==> config.mk <==
export PLATFORM = sky130hd
export DESIGN_NAME = mem_access_ctrl_flat
export DESIGN_NICKNAME = d
export VERILOG_FILES = /design/src/rtl/mem_access_pkg.sv /design/src/rtl/mem_access_ctrl_if.sv /design/src/rtl/mem_lat_counter.sv /design/src/rtl/mem_access_ctrl.sv /design/src/flat_wrapper.sv
export SDC_FILE = /design/constraint.sdc
export NUM_CORES = 1
export LEC_CHECK = 0
export CAP_MARGIN = 20
export CORE_MARGIN = 3
export CORE_UTILIZATION = 37
export CTS_CLUSTER_DIAMETER = 40
export DETAILED_ROUTE_END_ITERATION = 8
export HOLD_SLACK_MARGIN = 0.1
export PLACE_DENSITY = 0.77
export SYNTH_ARGS = -nofsm -noshare
export SYNTH_HDL_FRONTEND = slang
export SYNTH_SLANG_ARGS = --single-unit
==> constraint.sdc <==
create_clock -name clock -period 4.95 [get_ports clock]
set_input_delay 1.2375 -clock clock [delete_from_list [all_inputs] [get_ports clock]]
set_output_delay 1.2375 -clock clock [all_outputs]
set_load 0.05 [all_outputs]
==> src/rtl/mem_access_pkg.sv <==
// mem_access_pkg: shared types and constants for the memory access sequencer.
// Latency: n/a (declarations only).
// Backpressure: n/a.
package mem_access_pkg;

  typedef enum logic [1:0] {
    IDLE   = 2'd0,
    ACCESS = 2'd1,
    DONE   = 2'd2
  } state_t;

  // Read target select (is_fetch)
  localparam logic TGT_MDR = 1'b0;
  localparam logic TGT_IR  = 1'b1;

  // Address source select (iord)
  localparam logic IORD_PC  = 1'b0;
  localparam logic IORD_ALU = 1'b1;

  function automatic int max_int(input int a, input int b);
    return (a > b) ? a : b;
  endfunction

endpackage

==> src/rtl/mem_access_ctrl_if.sv <==
// mem_access_ctrl_if: request, memory and register-file signals of the access sequencer.
// Latency: n/a (wires only).
// Backpressure: none; req is sampled by the sequencer only while it is idle.
interface mem_access_ctrl_if #(
  parameter int ADDR_W = 32,
  parameter int DATA_W = 32
);

  logic              req;
  logic              we;
  logic              is_fetch;
  logic              iord;
  logic [ADDR_W-1:0] pc_addr;
  logic [ADDR_W-1:0] alu_addr;
  logic [DATA_W-1:0] wdata;
  logic [DATA_W-1:0] mem_rdata;
  logic [ADDR_W-1:0] mem_addr;
  logic [DATA_W-1:0] mem_wdata;
  logic              mem_we;
  logic              busy;
  logic              done;
  logic [DATA_W-1:0] ir_out;
  logic [DATA_W-1:0] mdr_out;
  logic              fault;

  // Control unit plus memory side
  modport master (
    output req, we, is_fetch, iord, pc_addr, alu_addr, wdata, mem_rdata,
    input  mem_addr, mem_wdata, mem_we, busy, done, ir_out, mdr_out, fault
  );

  // Sequencer side
  modport slave (
    input  req, we, is_fetch, iord, pc_addr, alu_addr, wdata, mem_rdata,
    output mem_addr, mem_wdata, mem_we, busy, done, ir_out, mdr_out, fault
  );

endinterface

==> src/rtl/mem_lat_counter.sv <==
// mem_lat_counter: loadable down-counter with zero flag, paces memory occupancy.
// Latency: load/decrement take effect on the next rising edge; zero flag is combinational.
// Backpressure: none; decrement saturates at zero.
module mem_lat_counter #(
  parameter int W = 3
) (
  input  logic         clock,
  input  logic         reset,
  input  logic         i_load,
  input  logic [W-1:0] i_load_val,
  input  logic         i_dec,
  output logic         o_zero
);

  logic [W-1:0] r_count;

  // Load takes priority over decrement; holding at zero keeps the flag stable
  always_ff @(posedge clock or posedge reset) begin
    if (reset) begin
      r_count <= '0;
    end else if (i_load) begin
      r_count <= i_load_val;
    end else if (i_dec && (r_count != '0)) begin
      r_count <= r_count - 1'b1;
    end
  end

  assign o_zero = (r_count == '0);

endmodule

==> src/rtl/mem_access_ctrl.sv <==
// mem_access_ctrl: multicycle-CPU memory sequencer (IorD mux, held bus, IR/MDR capture).
// Latency: req in cycle N -> ACCESS N+1..N+LAT, done pulse and captured data at N+LAT+1.
// Backpressure: req only sampled in IDLE; requester holds/re-asserts it until accepted.
// Optional MEM_ALIGN_CHECK_EN: misaligned requests skip the access and set sticky fault.
module mem_access_ctrl
  import mem_access_pkg::*;
#(
  parameter int ADDR_W = 32,
  parameter int DATA_W = 32,
  parameter int RD_LAT = 3,
  parameter int WR_LAT = 2
) (
  input logic              clock,
  input logic              reset,
  mem_access_ctrl_if.slave bus
);

  localparam int CNT_W = $clog2(max_int(RD_LAT, WR_LAT)) + 1;
  localparam logic [CNT_W-1:0] RD_CNT = CNT_W'(RD_LAT - 1);
  localparam logic [CNT_W-1:0] WR_CNT = CNT_W'(WR_LAT - 1);

  state_t            r_state;
  state_t            w_state_nxt;
  logic [ADDR_W-1:0] r_addr;
  logic [DATA_W-1:0] r_wdata;
  logic              r_we;
  logic              r_tgt;
  logic [DATA_W-1:0] r_ir;
  logic [DATA_W-1:0] r_mdr;
  logic [ADDR_W-1:0] w_sel_addr;
  logic              w_start;
  logic              w_capture;
  logic              w_in_access;
  logic              w_cnt_zero;
  logic [CNT_W-1:0]  w_cnt_load;

  assign w_sel_addr  = (bus.iord == IORD_ALU) ? bus.alu_addr : bus.pc_addr;
  assign w_in_access = (r_state == ACCESS);
  assign w_cnt_load  = bus.we ? WR_CNT : RD_CNT;

`ifdef MEM_ALIGN_CHECK_EN
  logic w_misaligned;
  logic r_fault;
  assign w_misaligned = (w_sel_addr[1:0] != 2'b00);
`endif

  // State register; async reset aborts any access in flight
  always_ff @(posedge clock or posedge reset) begin
    if (reset) begin
      r_state <= IDLE;
    end else begin
      r_state <= w_state_nxt;
    end
  end

  // Next-state decode plus request-accept and read-capture strobes
  always_comb begin
    w_state_nxt = r_state;
    w_start     = 1'b0;
    w_capture   = 1'b0;
    case (r_state)
      IDLE: begin
        if (bus.req) begin
          w_start     = 1'b1;
`ifdef MEM_ALIGN_CHECK_EN
          w_state_nxt = w_misaligned ? DONE : ACCESS;
`else
          w_state_nxt = ACCESS;
`endif
        end
      end
      ACCESS: begin
        if (w_cnt_zero) begin
          w_capture   = ~r_we;
          w_state_nxt = DONE;
        end
      end
      DONE: begin
        w_state_nxt = IDLE;
      end
      default: begin
        w_state_nxt = IDLE;
      end
    endcase
  end

  mem_lat_counter #(
    .W (CNT_W)
  ) u_lat_counter (
    .clock      (clock),
    .reset      (reset),
    .i_load     (w_start),
    .i_load_val (w_cnt_load),
    .i_dec      (w_in_access),
    .o_zero     (w_cnt_zero)
  );

  // Request latches: everything driven during ACCESS comes from here, not the inputs
  always_ff @(posedge clock or posedge reset) begin
    if (reset) begin
      r_addr  <= '0;
      r_wdata <= '0;
      r_we    <= 1'b0;
      r_tgt   <= TGT_MDR;
    end else if (w_start) begin
      r_addr  <= w_sel_addr;
      r_wdata <= bus.wdata;
      r_we    <= bus.we;
      r_tgt   <= bus.is_fetch;
    end
  end

  // IR/MDR capture on the last read cycle; each holds until its next capture
  always_ff @(posedge clock or posedge reset) begin
    if (reset) begin
      r_ir  <= '0;
      r_mdr <= '0;
    end else if (w_capture) begin
      if (r_tgt == TGT_IR) begin
        r_ir <= bus.mem_rdata;
      end else begin
        r_mdr <= bus.mem_rdata;
      end
    end
  end

`ifdef MEM_ALIGN_CHECK_EN
  // Sticky misalignment flag, cleared only by reset
  always_ff @(posedge clock or posedge reset) begin
    if (reset) begin
      r_fault <= 1'b0;
    end else if (w_start && w_misaligned) begin
      r_fault <= 1'b1;
    end
  end
  assign bus.fault = r_fault;
`else
  assign bus.fault = 1'b0;
`endif

  // Strobes decode from the state register only so reset drops them immediately
  assign bus.mem_we    = w_in_access && r_we;
  assign bus.busy      = (r_state != IDLE);
  assign bus.done      = (r_state == DONE);
  assign bus.mem_addr  = r_addr;
  assign bus.mem_wdata = r_wdata;
  assign bus.ir_out    = r_ir;
  assign bus.mdr_out   = r_mdr;

endmodule

==> src/flat_wrapper.sv <==
// flat-port wrapper written by rule: the top's interface ports become plain ports
module mem_access_ctrl_flat import mem_access_pkg::*;
#(
  parameter int ADDR_W = 32,
  parameter int DATA_W = 32,
  parameter int RD_LAT = 3,
  parameter int WR_LAT = 2
)
  (clock, reset, bus_req, bus_we, bus_is_fetch, bus_iord, bus_pc_addr, bus_alu_addr, bus_wdata, bus_mem_rdata, bus_mem_addr, bus_mem_wdata, bus_mem_we, bus_busy, bus_done, bus_ir_out, bus_mdr_out, bus_fault);
  mem_access_ctrl_if #(.ADDR_W(ADDR_W), .DATA_W(DATA_W)) bus_i ();
  input logic clock;
  input logic reset;
  input wire logic [$bits(bus_i.req)-1:0] bus_req;
  input wire logic [$bits(bus_i.we)-1:0] bus_we;
  input wire logic [$bits(bus_i.is_fetch)-1:0] bus_is_fetch;
  input wire logic [$bits(bus_i.iord)-1:0] bus_iord;
  input wire logic [$bits(bus_i.pc_addr)-1:0] bus_pc_addr;
  input wire logic [$bits(bus_i.alu_addr)-1:0] bus_alu_addr;
  input wire logic [$bits(bus_i.wdata)-1:0] bus_wdata;
  input wire logic [$bits(bus_i.mem_rdata)-1:0] bus_mem_rdata;
  output wire logic [$bits(bus_i.mem_addr)-1:0] bus_mem_addr;
  output wire logic [$bits(bus_i.mem_wdata)-1:0] bus_mem_wdata;
  output wire logic [$bits(bus_i.mem_we)-1:0] bus_mem_we;
  output wire logic [$bits(bus_i.busy)-1:0] bus_busy;
  output wire logic [$bits(bus_i.done)-1:0] bus_done;
  output wire logic [$bits(bus_i.ir_out)-1:0] bus_ir_out;
  output wire logic [$bits(bus_i.mdr_out)-1:0] bus_mdr_out;
  output wire logic [$bits(bus_i.fault)-1:0] bus_fault;
  assign bus_i.req = bus_req;
  assign bus_i.we = bus_we;
  assign bus_i.is_fetch = bus_is_fetch;
  assign bus_i.iord = bus_iord;
  assign bus_i.pc_addr = bus_pc_addr;
  assign bus_i.alu_addr = bus_alu_addr;
  assign bus_i.wdata = bus_wdata;
  assign bus_i.mem_rdata = bus_mem_rdata;
  assign bus_mem_addr = bus_i.mem_addr;
  assign bus_mem_wdata = bus_i.mem_wdata;
  assign bus_mem_we = bus_i.mem_we;
  assign bus_busy = bus_i.busy;
  assign bus_done = bus_i.done;
  assign bus_ir_out = bus_i.ir_out;
  assign bus_mdr_out = bus_i.mdr_out;
  assign bus_fault = bus_i.fault;
  mem_access_ctrl #(.ADDR_W(ADDR_W), .DATA_W(DATA_W), .RD_LAT(RD_LAT), .WR_LAT(WR_LAT)) u_core (.clock(clock), .reset(reset), .bus(bus_i));
endmodule
### Word-level counts from Yosys, hierarchy flattened

Cells that the tools add are included.

* add/subtract/negate cells: 1
* equality and inequality tests: 4
* mux-type cells: 11
* bitwise gates (word level): 2
* reduce and logical (&&, ||, !) cells: 10

Operators with widths (count)
* two-way mux 32 bit: 1
* two-way mux 2 bit: 3
* two-way mux 3 bit: 2
* AND reduction 2 bit: 3
* two-way mux 1 bit: 4
* one-hot mux 2 bit (2 select lines): 1
* nonzero test 2 bit: 2
* zero test 3 bit: 1
* nonzero test 3 bit: 1
* subtractor 3 x 1 -> 3 bit (second input constant): 1
* equality test 2 x 1 -> 1 bit (second input constant): 1
* equality test 2 bit (second input constant): 1
* logical AND 1 bit: 2
* zero test 2 bit: 1
* != test 2 x 1 -> 1 bit (second input constant): 1
* != test 2 bit (second input constant): 1
* NOT 1 bit: 2

* register bits: 135
* input bits: 134
* output and inout port bits: 132

### Longest topological paths before layout

Gate-level depths: netlist of run 1.

* word-level depth: 4
* gate-level depth with buffers: 6

### Modules after synthesis

Synthesis of run 1 repeated with hierarchy kept, for this count alone.

* cells, all modules: 381
* area, all modules: 5447.7 µm²

Modules (own cells, without submodules)
* mem_access_ctrl: instances 1, cells an instance 361, area each 5236.3 µm², seq. area each 3303.2 µm²
* mem_lat_counter: instances 1, cells an instance 20, area each 211.5 µm², seq. area each 75.1 µm²

### Worst setup path after synthesis of run 1

OpenSTA, ideal clock, no wires.

* path kind: register to output
* start: register u_core.r_state[1]
* end: output bus_done
* data arrival time: 1.115 ns
* path slack: 2.597 ns
* stages on the path, launching flop included: 2
* path buffers: 0
* path through: dfrtp_1 nor2b_1

* longest elaborated chain between the ends: 1

Ends and longest elaborated chain
* start, declared: RTL line mem_access_ctrl.sv:22 `state_t r_state;`
* start signal, assigned: RTL line mem_access_ctrl.sv:52 `r_state <= w_state_nxt;`
* equality test 2 bit: RTL line mem_access_ctrl.sv:144 `assign bus.done = (r_state == DONE);`
* end, declared: RTL line flat_wrapper.sv:25 `output wire logic [$bits(bus_i.done)-1:0] bus_done;`

Every way passes these cells.

### Worst setup path in the final report of run 1

* start: register u_core.r_state[0]
* end: output bus_mem_we

* longest elaborated chain between the ends: 2

Ends and longest elaborated chain
* equality test 2 x 1 -> 1 bit: RTL line mem_access_ctrl.sv:38 `assign w_in_access = (r_state == ACCESS);`
* logical AND 1 bit: RTL line mem_access_ctrl.sv:142 `assign bus.mem_we = w_in_access && r_we;`
* end, declared: RTL line flat_wrapper.sv:23 `output wire logic [$bits(bus_i.mem_we)-1:0] bus_mem_we;`

Every way passes these cells.

==> metrics.csv, run 1 <==
stage,metric,value,unit
placed_design,Placer Congestion,0.7497,
timing,Slew Limit Fails,0,
timing,setup tns final,0,ns
detailed_routing,DRT antenna net count,0,
power_and_ir_drop,Tot Pwr,7.149,mW
critical_path,Worst Path Max Fanout,6,
clock_tree,clock tree buffer depth,2,
critical_path,crit start category,flop,
power_and_ir_drop,Max VDD drop,0.4714,mV
logic_synthesis,"FFs w/ async S/R, synth",100.0,%
logic_synthesis,"Avg Cell Area, Syn",14.32,um^2
timing,Slew HR,30.40,%
global_route,Tot GR Track Use,17.31,%
critical_path,Crit Path Category,flop to output port,
die,die area,16110,um^2
die,IO Count,266,
timing,minimum clock period,3.455,ns
worst_hold_path,Hold Crit Class,flop to flop,
clock_tree,H-tree Lvls,4,
global_route,GRT met1 Usage,18.12,%
global_route,gr busiest metal,met2,
logic_synthesis,sequential share of the synthesized area,62.43,%
detailed_routing,DRT Pass-1 Iters,4,
critical_path,CP required,3.71,ns
logic_synthesis,commonest register cell after synthesis,dfrtp_1,
detailed_routing,DR iter-0 viols,98,
timing,Slew @ Worst Pin,1.044,ns
timing,Final setup violation count,0,
timing,RSZ-0062 raised after global routing,false,
global_route,largest net degree at the start of global routing,104,
finish,post-layout util,62.17,%
clock_tree,CTS resizes,0,
placed_design,HPWL after DPL,10.18,mm
clock_tree,CTS tree,built,
logic_synthesis,largest area contributor in the netlist,dfrtp_1,
timing,Fin Hold WS,0.4816,ns
power_and_ir_drop,Cell Pwr Density,815.7,nW/um^2
detailed_routing,post-route DRC violation count,0,
run,Max Cap Viol,0,
logic_synthesis,count of different cell masters after synthesis,27,
die,chip width,126.9,um
die,# rows,43,
timing,Final period util,69.80,%
logic_synthesis,"Warnings, synthesis",0,
clock_tree,Post-CTS Setup Bufs,0,
finish,fill count,1084,
logic_synthesis,Syn Inst Count,378,
detailed_routing,total number of vias,3949,
die,Initial Util,38.39,%
clock_tree,# hold bufs at CTS,0,
finish,Syn-to-layout area delta,61.94,%
die,chip height,126.9,um
logic_synthesis,Synth area leaders,"dfrtp_1 (62%), mux2_1 (11%), mux2_2 (9.8%)",
detailed_routing,vias per inst,4.718,
clock_tree,root buffer cell,clkbuf_16,
logic_synthesis,"EDFF count, synth",0,
logic_synthesis,mapped cell area,5411,um^2
finish,layout cell share with drive strength beyond 1,13.39,%
power_and_ir_drop,Static Leak,3.699,nW
global_route,Global Route met2 Usage,30.79,%
critical_path,Setup crit end kind,output port,
detailed_routing,Detailed Route WL,13.72,mm
logic_synthesis,share of Yosys cell area claimed by the top area cell type,62.43,%
clock_tree,clock-pin slew on the worst setup and hold paths,0.06,ns
finish,n_diodes,0,
global_route,initial antenna violation count,0,
logic_synthesis,Mapped Nets,514,
timing,fmax,289.4,MHz
clock_tree,cts bufs inserted,17,
logic_synthesis,most frequent cell after synthesis,dfrtp_1,
global_route,GRT overflow,0,
clock_tree,clock sinks,135,
finish,area of the multi-input gates,1894,um^2
run_status,status,finished clean,
finish,final net count,780,
logic_synthesis,Yosys reg bits,135,
timing,Final Skew,0.01020,ns
global_route,vias in the first global route,4390,
logic_synthesis,synth cell count leaders,"dfrtp_1 (135), mux2_1 (51), mux2_2 (47)",
placed_design,IO buf count,264,
timing,Fin. Hold Viols,0,
clock_tree,clock latency on the worst-skew pair,0.41,ns
global_route,first-pass GRT wire length,21.98,mm
critical_path,WP data arrival,2.22,ns
die,total core area,14100,um^2
global_route,met3 Use GR,7.621,%
finish,Reg area,3378,um^2
detailed_routing,WL per Instance,16.39,um
-- final timing paths --
path,depth (start not counted),from,to,slack [ns]
max reg2reg,3,u_core.r_state[0],u_core.bus.mem_wdata[10],2.87
min in group asynchronous,2,reset,u_core.bus.mdr_out[1],1.39
min reg2reg,1,u_core.bus.mdr_out[7],u_core.bus.mdr_out[7],0.48
max in group asynchronous,3,reset,u_core.bus.mem_addr[20],2.76
min,1,u_core.bus.mdr_out[7],u_core.bus.mdr_out[7],0.48
max,3,u_core.r_state[0],bus_mem_we,1.49
-- layout make-up --
type                    count  area share (%)
clock inverters            11           1.142
clock buffers              21           5.368
multi-input cells         217           21.62
repair buffers            269           30.53
inverters                   4          0.2284
well taps                 180           2.570
flip-flops and latches    135           38.55
-- state kept, by name, indices dropped and copies added, names as in the netlist --
| register | cells |
|---|---|
| u_core.u_lat_counter.r_count | 3 |
| u_core.bus.mem_addr | 32 |
| u_core.bus.ir_out | 32 |
| u_core.bus.mem_wdata | 32 |
| u_core.r_state | 2 |
| u_core.r_we | 1 |
| u_core.r_tgt | 1 |
| u_core.bus.mdr_out | 32 |
-- metal layers --
| metal | vias up | wire, um |
|---|---|---|
| li1 | 1854 | - |
| met1 | 1908 | 5007 |
| met2 | 164 | 7175 |
| met3 | 23 | 1256 |
| met4 | 0 | 282 |
| met5 | - | 0 |
-- layout by cell type (no fill, tap or decap), types with 2 or more instances in the layout --
cell type / n
clkbuf_16: 17
dfrtp_1: 135
mux2i_1: 32
clkdlybuf4s50_1: 263
clkinv_2: 4
nor2b_1: 2
nand2b_1: 3
clkinv_4: 4
ha_1: 2
clkinvlp_4: 2
mux2_2: 47
nor2_1: 32
inv_1: 3
mux2_1: 51
clkbuf_8: 3
buf_4: 5
a21oi_1: 34
o21ai_0: 2
-- worst max-delay path, cell delays in order, from the launching register on --
cell             delay [ns]
dfrtp_1                0.47
nor2b_1                0.33
and2_1                 0.18
clkdlybuf4s50_1        0.82
-- through the flow --
step           worst slack, ns  cells  area, um^2
4_1_cts                  1.464    837        8763
6_report                 1.495    837        8763
5_1_grt                  1.302    837        8763
3_3_place_gp             1.735    805        8193
3_5_place_dp             1.650    805        8193
2_1_floorplan           0.1014    378        5411
-- power breakdown --
group / total, mW / switching [mW] / internal (mW)
clock network: 1.19 / 0.457 / 0.729
logic: 4.00 / 2.59 / 1.42
registers: 1.96 / 0.299 / 1.66
total: 7.15 / 3.35 / 3.80
-- kinds of logic (layout without fill, tap and decap cells) --
| family | Yosys count | after routing | synth area share (%) |
|---|---|---|---|
| DFF | 135 | 135 | 62.43 |
| muxes | 130 | 130 | 26.31 |
| and+or+nand+nor | 45 | 45 | 4.278 |
| AOI/OAI and AO/OA | 39 | 39 | 3.769 |
| buffers and inverters | 26 | 305 | 2.682 |
| adders and majority gates | 2 | 2 | 0.4624 |
| other | 1 | 1 | 0.06930 |
No activity file was read; power rests on OpenSTA's default activity.
==> inputs of run 2 (changes only) <==
==> constraint.sdc (replaced) <==
create_clock -name clock -period 2.8 [get_ports clock]
set_input_delay 0.7 -clock clock [delete_from_list [all_inputs] [get_ports clock]]
set_output_delay 0.7 -clock clock [all_outputs]
set_load 0.05 [all_outputs]
==> run 2 against run 1 <==
Die area unchanged. Clock skew decreased by 0.0031 ns. Hold slack improved by 0.0030 ns. Global-route usage decreased by 0.23 points. Sequential share of layout area decreased by 0.19 points. Critical path depth decreased by 1. Clock power increased by 87%. Non-clock buffer count unchanged. Register-to-register slack got worse by 2.1 ns. Via count decreased by 0.51%. Combinational power increased by 78%. Sequential power increased by 77%. Highest routed layer unchanged.
==> metrics.csv, run 2 (same netlist as run 1, synthesis figures left out) <==
stage,metric,value,unit
critical_path,flop2flop setup slack,0.80,ns
worst_hold_path,Hold EP,u_core.bus.mdr_out[28],
global_route,largest net degree at the start of global routing,136,
detailed_routing,Detailed Route WL,13.70,mm
critical_path,Worst R2R End,u_core.bus.mdr_out[31],
clock_tree,CTS tree,built,
run,Max Cap Viol,0,
critical_path,Crit Path Category,flop to output port,
timing,Slew HR,54.63,%
finish,post-layout util,62.48,%
finish,n_diodes,0,
power_and_ir_drop,Max VDD drop,0.6763,mV
detailed_routing,DRT antenna net count,0,
clock_tree,Post-CTS Setup Bufs,0,
timing,Slew @ Worst Pin,0.6805,ns
critical_path,crit start category,flop,
power_and_ir_drop,Tot Pwr,12.78,mW
critical_path,Worst Path Max Fanout,6,
critical_path,CP required,2.10,ns
timing,Final setup violation count,0,
clock_tree,clock-pin slew on the worst setup and hold paths,0.06,ns
clock_tree,root buffer cell,clkbuf_16,
timing,Slew Limit Fails,0,
clock_tree,# hold bufs at CTS,0,
detailed_routing,vias per inst,4.700,
placed_design,HPWL after DPL,10.09,mm
die,chip height,126.9,um
clock_tree,clock latency on the worst-skew pair,0.41,ns
detailed_routing,WL per Instance,16.38,um
clock_tree,clock sinks,135,
die,total core area,14100,um^2
finish,Reg area,3378,um^2
critical_path,Setup crit end kind,output port,
power_and_ir_drop,switching share of power,46.39,%
die,IO Count,266,
critical_path,number of cells on the worst reg-to-reg path,6,
detailed_routing,DR iter-0 viols,181,
finish,Syn-to-layout area delta,62.75,%
die,# rows,43,
placed_design,IO buf count,264,
power_and_ir_drop,Internal Power,6.854,mW
power_and_ir_drop,Cell Pwr Density,1452,nW/um^2
finish,layout cell share with drive strength beyond 1,13.57,%
clock_tree,H-tree Lvls,4,
finish,final net count,780,
die,chip width,126.9,um
finish,fill count,1044,
power_and_ir_drop,Comb pwr share,55.5,%
timing,setup ws final,0.1970,ns
global_route,vias in the first global route,4263,
power_and_ir_drop,Static Leak,3.709,nW
die,die area,16110,um^2
worst_hold_path,min-delay src,u_core.bus.mdr_out[28],
die,Initial Util,38.39,%
global_route,initial antenna violation count,0,
global_route,Tot GR Track Use,17.08,%
timing,Fin Hold WS,0.4846,ns
worst_hold_path,Hold Crit Class,flop to flop,
critical_path,Worst R2R Start,u_core.u_lat_counter.r_count[0],
detailed_routing,total number of vias,3929,
timing,Final Skew,0.007097,ns
finish,"commonest non-fill, non-tap cell in the layout",clkdlybuf4s50_1,
global_route,first-pass GRT wire length,21.69,mm
timing,Fin. Hold Viols,0,
critical_path,Critical path buffers and inverters,1,
finish,most frequent cells in the layout,"clkdlybuf4s50_1 (262), dfrtp_1 (135), mux2_1 (51)",
detailed_routing,post-route DRC violation count,0,
power_and_ir_drop,Seq pwr share,27.1,%
worst_hold_path,Worst Hold Depth,1,
critical_path,largest stage delay on the critical path,0.71,ns
placed_design,Placer Congestion,0.7381,
timing,RSZ-0062 raised after global routing,false,
critical_path,cell family with most CP delay,buffers and inverters,
run_status,status,finished clean,
clock_tree,CTS resizes,0,
power_and_ir_drop,sw power,5.930,mW
critical_path,WP data arrival,1.90,ns
detailed_routing,DRT Pass-1 Iters,4,
clock_tree,cts bufs inserted,17,
placed_design,DP Worst Slack,0.4883,ns
critical_path,critical path cell sequence,or2_2 -> clkdlybuf4s50_1,
clock_tree,clock tree buffer depth,2,
timing,minimum clock period,2.603,ns
timing,Final period util,92.97,%
critical_path,critical path's slowest cell,clkdlybuf4s50_1,
timing,setup tns final,0,ns
global_route,GRT overflow,0,
timing,fmax,384.2,MHz
finish,area of the multi-input gates,1894,um^2
power_and_ir_drop,Clock power frac,17.4,%
-- run 2: area by class of cell --
| cell class | count | area share (%) |
|---|---|---|
| inverter | 4 | 0.2131 |
| timing repair buffer | 269 | 30.63 |
| clock buffer | 18 | 4.986 |
| multi-input combinational | 217 | 21.51 |
| sequential | 135 | 38.36 |
| clock inverter | 13 | 1.747 |
| tap | 180 | 2.557 |
-- run 2: power by group through the flow --
stage                     Sequential, mW  Clock [mW]  Combinational, mW
after floorplan                     6.69           0               1.41
after global placement              3.44           0               7.06
after detailed placement            3.50           0               7.15
after CTS                           3.48        2.28               7.18
after global routing                3.59        2.37               7.40
final                               3.46        2.23               7.10
-- run 2: metal layers --
layer  global-route usage, %  vias up  part of all wire [%]
met5                       0        -                     0
met3                   7.242       18                   9.1
li1                        -     1856                     -
met4                   5.741        0                   1.5
met1                   19.08     1888                    38
met2                   29.39      167                    51
-- run 2: through the flow --
step | cells | instance area [um^2]
finish | 836 | 8807
floorplan | 378 | 5415
CTS | 836 | 8807
global route | 836 | 8807
detailed placement | 805 | 8214
global placement | 805 | 8214
-- run 2: worst max path at each step --
stage,start,cells after the start,slack (ns),to
after floorplan,reset,1,0.42,u_core.bus.ir_out[0]
after global placement,bus_req,4,0.50,u_core.bus.mem_wdata[30]
after detailed placement,bus_req,4,0.49,u_core.bus.mem_wdata[19]
after CTS,u_core.r_state[0],2,0.16,bus_busy
after global routing,u_core.r_state[0],2,0.14,bus_busy
final,u_core.r_state[0],2,0.20,bus_busy
==> inputs of run 3 (changes only) <==
--- a/config.mk
+++ b/config.mk
@@ -5,7 +5,6 @@
 export SDC_FILE = /design/constraint.sdc
 export NUM_CORES = 1
 export LEC_CHECK = 0
-export CAP_MARGIN = 20
 export CORE_MARGIN = 3
 export CORE_UTILIZATION = 37
 export CTS_CLUSTER_DIAMETER = 40
==> results of run 3 <==
Final layout, timing and power as in run 2 (identical DEF).
